### src/rtl/cpu_pkg.sv
// rtl/cpu_pkg.sv - shared CPU widths, halt encoding, fetch states and decode field positions
package cpu_pkg;

  localparam int          DEF_ADDR_W    = 16;
  localparam int          DEF_DATA_W    = 32;
  localparam logic [31:0] DEF_HALT_INSN = 32'hFFFF_FFFF;

  typedef enum logic [1:0] {
    FETCH = 2'd0,
    WAIT  = 2'd1,
    VALID = 2'd2,
    HALT  = 2'd3
  } fetch_state_t;

  // Field split used by decode (register bank / ALU / memory_control)
  localparam int OPCODE_MSB = 31;
  localparam int OPCODE_LSB = 26;
  localparam int RD_MSB     = 25;
  localparam int RD_LSB     = 21;
  localparam int RS1_MSB    = 20;
  localparam int RS1_LSB    = 16;
  localparam int RS2_MSB    = 15;
  localparam int RS2_LSB    = 11;
  localparam int IMM_MSB    = 15;
  localparam int IMM_LSB    = 0;

  function automatic logic [5:0] opcode_of(input logic [31:0] insn);
    return insn[OPCODE_MSB:OPCODE_LSB];
  endfunction

endpackage

### src/rtl/pc_counter.sv
// rtl/pc_counter.sv - fetch address register with load, increment and natural wrap
module pc_counter #(
  parameter int                ADDR_W   = 16,
  parameter logic [ADDR_W-1:0] RESET_PC = '0
) (
  input  logic              clk,
  input  logic              rst,
  input  logic              load,
  input  logic [ADDR_W-1:0] load_value,
  input  logic              inc,
  output logic [ADDR_W-1:0] count
);

  // Load wins over increment; increment wraps modulo 2^ADDR_W
  always_ff @(posedge clk or posedge rst) begin
    if (rst) begin
      count <= RESET_PC;
    end else if (load) begin
      count <= load_value;
    end else if (inc) begin
      count <= count + ADDR_W'(1);
    end
  end

endmodule

### src/rtl/instruction_fetch.sv
// rtl/instruction_fetch.sv - fetch stage: PC, instruction RAM read sequencing, decode handshake
module instruction_fetch
  import cpu_pkg::*;
#(
  parameter int                ADDR_W    = DEF_ADDR_W,
  parameter int                DATA_W    = DEF_DATA_W,
  parameter logic [ADDR_W-1:0] RESET_PC  = '0,
  parameter int                MEM_LAT   = 1,
  parameter logic [DATA_W-1:0] HALT_INSN = DEF_HALT_INSN
) (
  input  logic              Clk,
  input  logic              Reset,
  output logic              Enable,
  output logic              RW_ram,
  output logic [ADDR_W-1:0] Address_in,
  input  logic [DATA_W-1:0] Out,
  output logic [DATA_W-1:0] instruction,
  output logic              instr_valid,
  input  logic              instr_ready,
  output logic [ADDR_W-1:0] pc,
  input  logic              redirect,
  input  logic [ADDR_W-1:0] redirect_pc,
  output logic              halted
);

  localparam int CNT_W = (MEM_LAT < 2) ? 1 : $clog2(MEM_LAT + 1);

  fetch_state_t      state, state_next;
  logic [CNT_W-1:0]  lat_cnt, lat_cnt_next;
  logic              capture;
  logic              take_redirect;
  logic              accept;
  logic [ADDR_W-1:0] fetch_pc;

  assign accept        = (state == VALID) && instr_ready;
  assign take_redirect = redirect && (state != HALT);

  pc_counter #(
    .ADDR_W   (ADDR_W),
    .RESET_PC (RESET_PC)
  ) u_pc_counter (
    .clk        (Clk),
    .rst        (Reset),
    .load       (take_redirect),
    .load_value (redirect_pc),
    .inc        (capture),
    .count      (fetch_pc)
  );

  always_ff @(posedge Clk or posedge Reset) begin
    if (Reset) begin
      state       <= FETCH;
      lat_cnt     <= '0;
      instruction <= '0;
      pc          <= RESET_PC;
    end else begin
      state   <= state_next;
      lat_cnt <= lat_cnt_next;
      if (capture) begin
        instruction <= Out;
        pc          <= fetch_pc;
      end
    end
  end

  always_comb begin
    state_next   = state;
    lat_cnt_next = lat_cnt;
    capture      = 1'b0;
    case (state)
      FETCH: begin
        state_next   = WAIT;
        lat_cnt_next = CNT_W'(MEM_LAT);
      end
      WAIT: begin
        if (lat_cnt <= CNT_W'(1)) begin
          capture      = 1'b1;
          state_next   = VALID;
          lat_cnt_next = '0;
        end else begin
          lat_cnt_next = lat_cnt - CNT_W'(1);
        end
      end
      VALID: begin
        if (accept) begin
          state_next = (instruction == HALT_INSN) ? HALT : FETCH;
        end
      end
      default: state_next = state;
    endcase
    // Redirect drops any in-flight word and beats the halt transition
    if (take_redirect) begin
      state_next   = FETCH;
      lat_cnt_next = '0;
      capture      = 1'b0;
    end
  end

  // Enable is forced low while reset is held so the first read follows release
  assign Enable      = ~Reset && ((state == FETCH) || (state == WAIT));
  assign RW_ram      = 1'b1;
  assign Address_in  = fetch_pc;
  assign instr_valid = (state == VALID);
  assign halted      = (state == HALT);

endmodule

### config.mk
export PLATFORM = sky130hd
export DESIGN_NAME = instruction_fetch
export DESIGN_NICKNAME = d
export VERILOG_FILES = /design/src/rtl/cpu_pkg.sv /design/src/rtl/pc_counter.sv /design/src/rtl/instruction_fetch.sv
export SDC_FILE = /design/constraint.sdc
export NUM_CORES = 1
export LEC_CHECK = 0
export ABC_CLOCK_PERIOD_IN_PS = 2450
export CORE_AREA = 3 3 88 90
export DETAILED_ROUTE_END_ITERATION = 8
export DIE_AREA = 0 0 91 93
export PLACE_DENSITY_LB_ADDON = 0.3
export SLEW_MARGIN = 15
export SYNTH_ARGS = -nofsm -noshare
export SYNTH_HDL_FRONTEND = slang
export SYNTH_SLANG_ARGS = --single-unit
export TNS_END_PERCENT = 20
### constraint.sdc
create_clock -name Clk -period 2.45 [get_ports Clk]
set_input_delay 0.3675 -clock Clk [delete_from_list [all_inputs] [get_ports Clk]]
set_output_delay 0.3675 -clock Clk [all_outputs]
set_load 0.1 [all_outputs]
==> implementation parameters, run 1 <==
Parameter                              Value

Final layout
  Layout Area Growth over Synthesis    46.31%
  Most common cell after layout, fill and taps aside    sky130_fd_sc_hd__buf_4
  Antenna Diode Count    0
  Final nets    422
  Filler instances    626
  Fraction of final layout cells with drive strength greater than 1    40.81%
  Most frequent cells in the layout    sky130_fd_sc_hd__buf_4, sky130_fd_sc_hd__dfrtp_1, sky130_fd_sc_hd__clkdlybuf4s50_1, sky130_fd_sc_hd__mux2_2, sky130_fd_sc_hd__nand2_1

STA
  Final setup TNS    0 ps
  Unrepaired setup endpoints after global routing    false
  Clock tree skew after final layout    7.115 ps
  Max-slew violation total from the final report    0
  Post-layout min period    2157 ps
  Peak clock frequency supported by timing    463.6 MHz
  Final-layout worst hold slack    448.0 ps
  Tightest slew margin relative to the limit    60.36%
  Final-report hold violation count    0
  Actual slew at the worst max-slew pin    593.8 ps
  Final setup fails    0
  Period Utilization, post-route    88.03%

Pwr
  Switching share of power    26.29%
  Largest voltage drop on the vdd net    0.0002615 V
  Leakage dissipation    0.002087 uW
  Sequential share of power    48.1%
  Net Sw Power    621.8 uW
  Cell area power density    542.3 nW/um^2
  Internal power summed over all cells    1743 uW
  Logic pwr share    13.1%
  Clock share of power    38.8%

CTS
  CTS Sinks    66
  Total clock buffers created by CTS    9
  Post-CTS setup buffers    0
  Cell at the root of the clock tree    sky130_fd_sc_hd__clkbuf_8
  Number of gates given a new drive strength after cts    0
  CTS tree    done
  Clock transition at path regs    70 ps
  Clk buf depth    2
  Number of H-tree levels    3
  Clock network latency to the later pin of the worst-skew pair    340 ps
  # hold bufs at CTS    0

Global route
  Antenna violations before repair    0
  First-pass GRT wire length    11220 um
  Global route total overflow    0
  Number of global-route vias before repair    2281
  Maximum number of pins on one net before global-route repair    36
  Global-route usage over all layers    16.96%

Logic synthesis
  Number of cells produced by synthesis    238
  Sequential share of the synthesized area    55.42%
  Net count after synthesis    295
  Cell type with the largest total area after synthesis    sky130_fd_sc_hd__dfrtp_1
  Top post-synthesis cells by area    sky130_fd_sc_hd__dfrtp_1, sky130_fd_sc_hd__mux2_2, sky130_fd_sc_hd__nand2_1
  Syn. warnings    0
  Number of flip-flops and latches in the synthesized netlist    66
  Synthesized area    2980 um^2
  Library cells used by synthesis    34
  Area share of the leading cell type in the synthesized netlist    55.42%
  Average size of a mapped cell    12.52 um^2

Critical path
  Endpoint class of the critical path    primary output
  Worst EP arrival    1790 ps
  Critical path launch point    state[1]$_DFFE_PP0P_
  Crit Path Max Fanout    5
  Launching point of the worst reg2reg path    state[1]$_DFFE_PP0P_
  Type of origin of the critical path    flip-flop
  CP endpoint    Enable
  Register-to-Register Setup Slack    600 ps
  Destination of the worst register-to-register timing path    u_pc_counter.count[15]$_DFFE_PP0P_
  Worst setup path class    flip-flop to primary output
  Data required time at the worst endpoint    2080 ps
  Cells on worst reg2reg path    6

Worst hold path
  Type of the tightest min-delay check    primary input to asynchronous set/reset pin

Detailed routing
  Met3 wire length    330 um
  Wire length on met1    2947 um
  Met2 wirelength from detailed routing    3584 um
  Drt first-iter violations    99
  Via count    2289
  Antenna violation net count after detailed routing    0
  Final Routed Wirelength    7001 um
  Via density per instance    4.881
  Residual DRC    0
  DRT Pass-1 Iters    4
  DR WL/cell    14.93 um
  Top layer in use    met4

Placed design
  PortBufs    118
  Estimated wirelength of the detail-placed design    5423 um
  Placer congestion estimate    0.7456

Floorplan
  Die X-Extent    91 um
  Core box area    7137 um^2
  Ports placed on the boundary    120
  Number of rows in the core area    31
  Die outline area    8463 um^2
  Initial cell density of the core    41.76%
  Chip height    93 um

Run
  Total of max-cap violations    0

Run status
  Run status    finished, final reports clean
-- cell usage after synthesis --
| library cell | instances |
|---|---|
| sky130_fd_sc_hd__nor3_1 | 4 |
| sky130_fd_sc_hd__conb_1 | 1 |
| sky130_fd_sc_hd__nor4_2 | 3 |
| sky130_fd_sc_hd__and4_1 | 2 |
| sky130_fd_sc_hd__o221ai_1 | 1 |
| sky130_fd_sc_hd__nand3_1 | 2 |
| sky130_fd_sc_hd__xor2_1 | 3 |
| sky130_fd_sc_hd__nand2_1 | 26 |
| sky130_fd_sc_hd__inv_1 | 7 |
| sky130_fd_sc_hd__buf_4 | 2 |
| sky130_fd_sc_hd__a31oi_1 | 1 |
| sky130_fd_sc_hd__buf_2 | 5 |
| sky130_fd_sc_hd__a31o_2 | 2 |
| sky130_fd_sc_hd__o21ai_2 | 1 |
| sky130_fd_sc_hd__nand4_4 | 1 |
| sky130_fd_sc_hd__mux2i_1 | 1 |
| sky130_fd_sc_hd__nor2b_1 | 2 |
| sky130_fd_sc_hd__a22oi_1 | 1 |
| sky130_fd_sc_hd__xnor2_1 | 10 |
| sky130_fd_sc_hd__dfrtp_1 | 66 |
| sky130_fd_sc_hd__nand4_1 | 11 |
| sky130_fd_sc_hd__nand3_2 | 1 |
| sky130_fd_sc_hd__a32oi_1 | 1 |
| sky130_fd_sc_hd__o211ai_1 | 1 |
| sky130_fd_sc_hd__nor2_1 | 8 |
| sky130_fd_sc_hd__clkbuf_1 | 3 |
| sky130_fd_sc_hd__nor4b_4 | 1 |
| sky130_fd_sc_hd__nand2b_1 | 1 |
| sky130_fd_sc_hd__mux2_2 | 46 |
| sky130_fd_sc_hd__nor4_1 | 2 |
| sky130_fd_sc_hd__o21ai_0 | 10 |
| sky130_fd_sc_hd__nand3_4 | 2 |
| sky130_fd_sc_hd__ha_1 | 5 |
| sky130_fd_sc_hd__o21ai_1 | 5 |
-- per-layer routing --
layer  global-route usage, %  vias to the layer above
met1                   20.68                     1119
met5                       0                        -
met4                   7.286                        0
met2                   28.33                       62
met3                   4.666                       10
li1                        -                     1098
-- registers in the layout (all words and copies together), names as in the netlist --
signal              cells
state                   2
u_pc_counter.count     16
pc                     16
instruction            32
-- power by group through the flow --
stage	Combinational [uW]	Sequential (uW)	Clock, uW
2_1_floorplan	63.7	1270	0
3_3_place_gp	312	1160	0
3_5_place_dp	314	1160	0
4_1_cts	315	1140	945
5_1_grt	328	1140	995
6_report	311	1140	918
-- metrics by stage --
step	util [%]	total power (uW)	area [um^2]	instances	worst slack, ps
6_report	61.10	2365	4360	469	293.1
5_1_grt	61.10	2462	4360	469	163.6
4_1_cts	61.10	2396	4360	469	261.5
3_5_place_dp	58.24	1471	4156	453	542.1
3_3_place_gp	58.24	1468	4156	453	559.8
2_1_floorplan	-	1336	2980	238	4.539
-- worst min path at each step --
stage / from / slack, ps / depth (start not counted) / to
4_1_cts: Reset / 460 / 2 / pc[0]$_DFFE_PP0P_
6_report: Reset / 450 / 2 / pc[2]$_DFFE_PP0P_
3_3_place_gp: pc[3]$_DFFE_PP0P_ / 490 / 1 / pc[3]$_DFFE_PP0P_
3_5_place_dp: pc[6]$_DFFE_PP0P_ / 490 / 2 / pc[6]$_DFFE_PP0P_
2_1_floorplan: redirect_pc[14] / 480 / 2 / u_pc_counter.count[14]$_DFFE_PP0P_
5_1_grt: Reset / 480 / 2 / pc[0]$_DFFE_PP0P_
-- logic make-up after synthesis --
group	share of synthesized area [%]
flip-flops	55.42
AND/OR/NAND/NOR	13.52
multiplexers	17.72
AO/OA/AOI/OAI	4.702
buffers and inverters	2.603
XOR/XNOR	3.820
adder cells (fa/ha/maj)	2.099
other	0.1258
-- layout make-up --
cell class	instances	area, um^2	share of cell area, %
sequential	66	1652	37.88
clock inverter	5	52.55	1.205
tap	99	123.9	2.841
multi-input combinational	155	1256	28.81
clock buffer	11	151.4	3.472
timing repair buffer	126	1099	25.19
inverter	7	26.28	0.6026
-- worst max-delay path: stages, from the launching register on --
cell,delay [ps]
sky130_fd_sc_hd__dfrtp_1,440
sky130_fd_sc_hd__inv_1,100
sky130_fd_sc_hd__ha_1,290
sky130_fd_sc_hd__buf_4,200
sky130_fd_sc_hd__nor2_1,60
sky130_fd_sc_hd__nor2_1,170
sky130_fd_sc_hd__buf_12,200
No activity file was read; power rests on OpenSTA's default activity.
==> run 2, diff against run 1 <==
--- a/config.mk
+++ b/config.mk
@@ -7,6 +7,7 @@
 export LEC_CHECK = 0
 export ABC_CLOCK_PERIOD_IN_PS = 2450
 export CORE_AREA = 3 3 88 90
+export CTS_CLUSTER_SIZE = 28
 export DETAILED_ROUTE_END_ITERATION = 8
 export DIE_AREA = 0 0 91 93
 export PLACE_DENSITY_LB_ADDON = 0.3
==> results of run 2 <==
Final layout, timing and power as in run 1 (identical DEF).
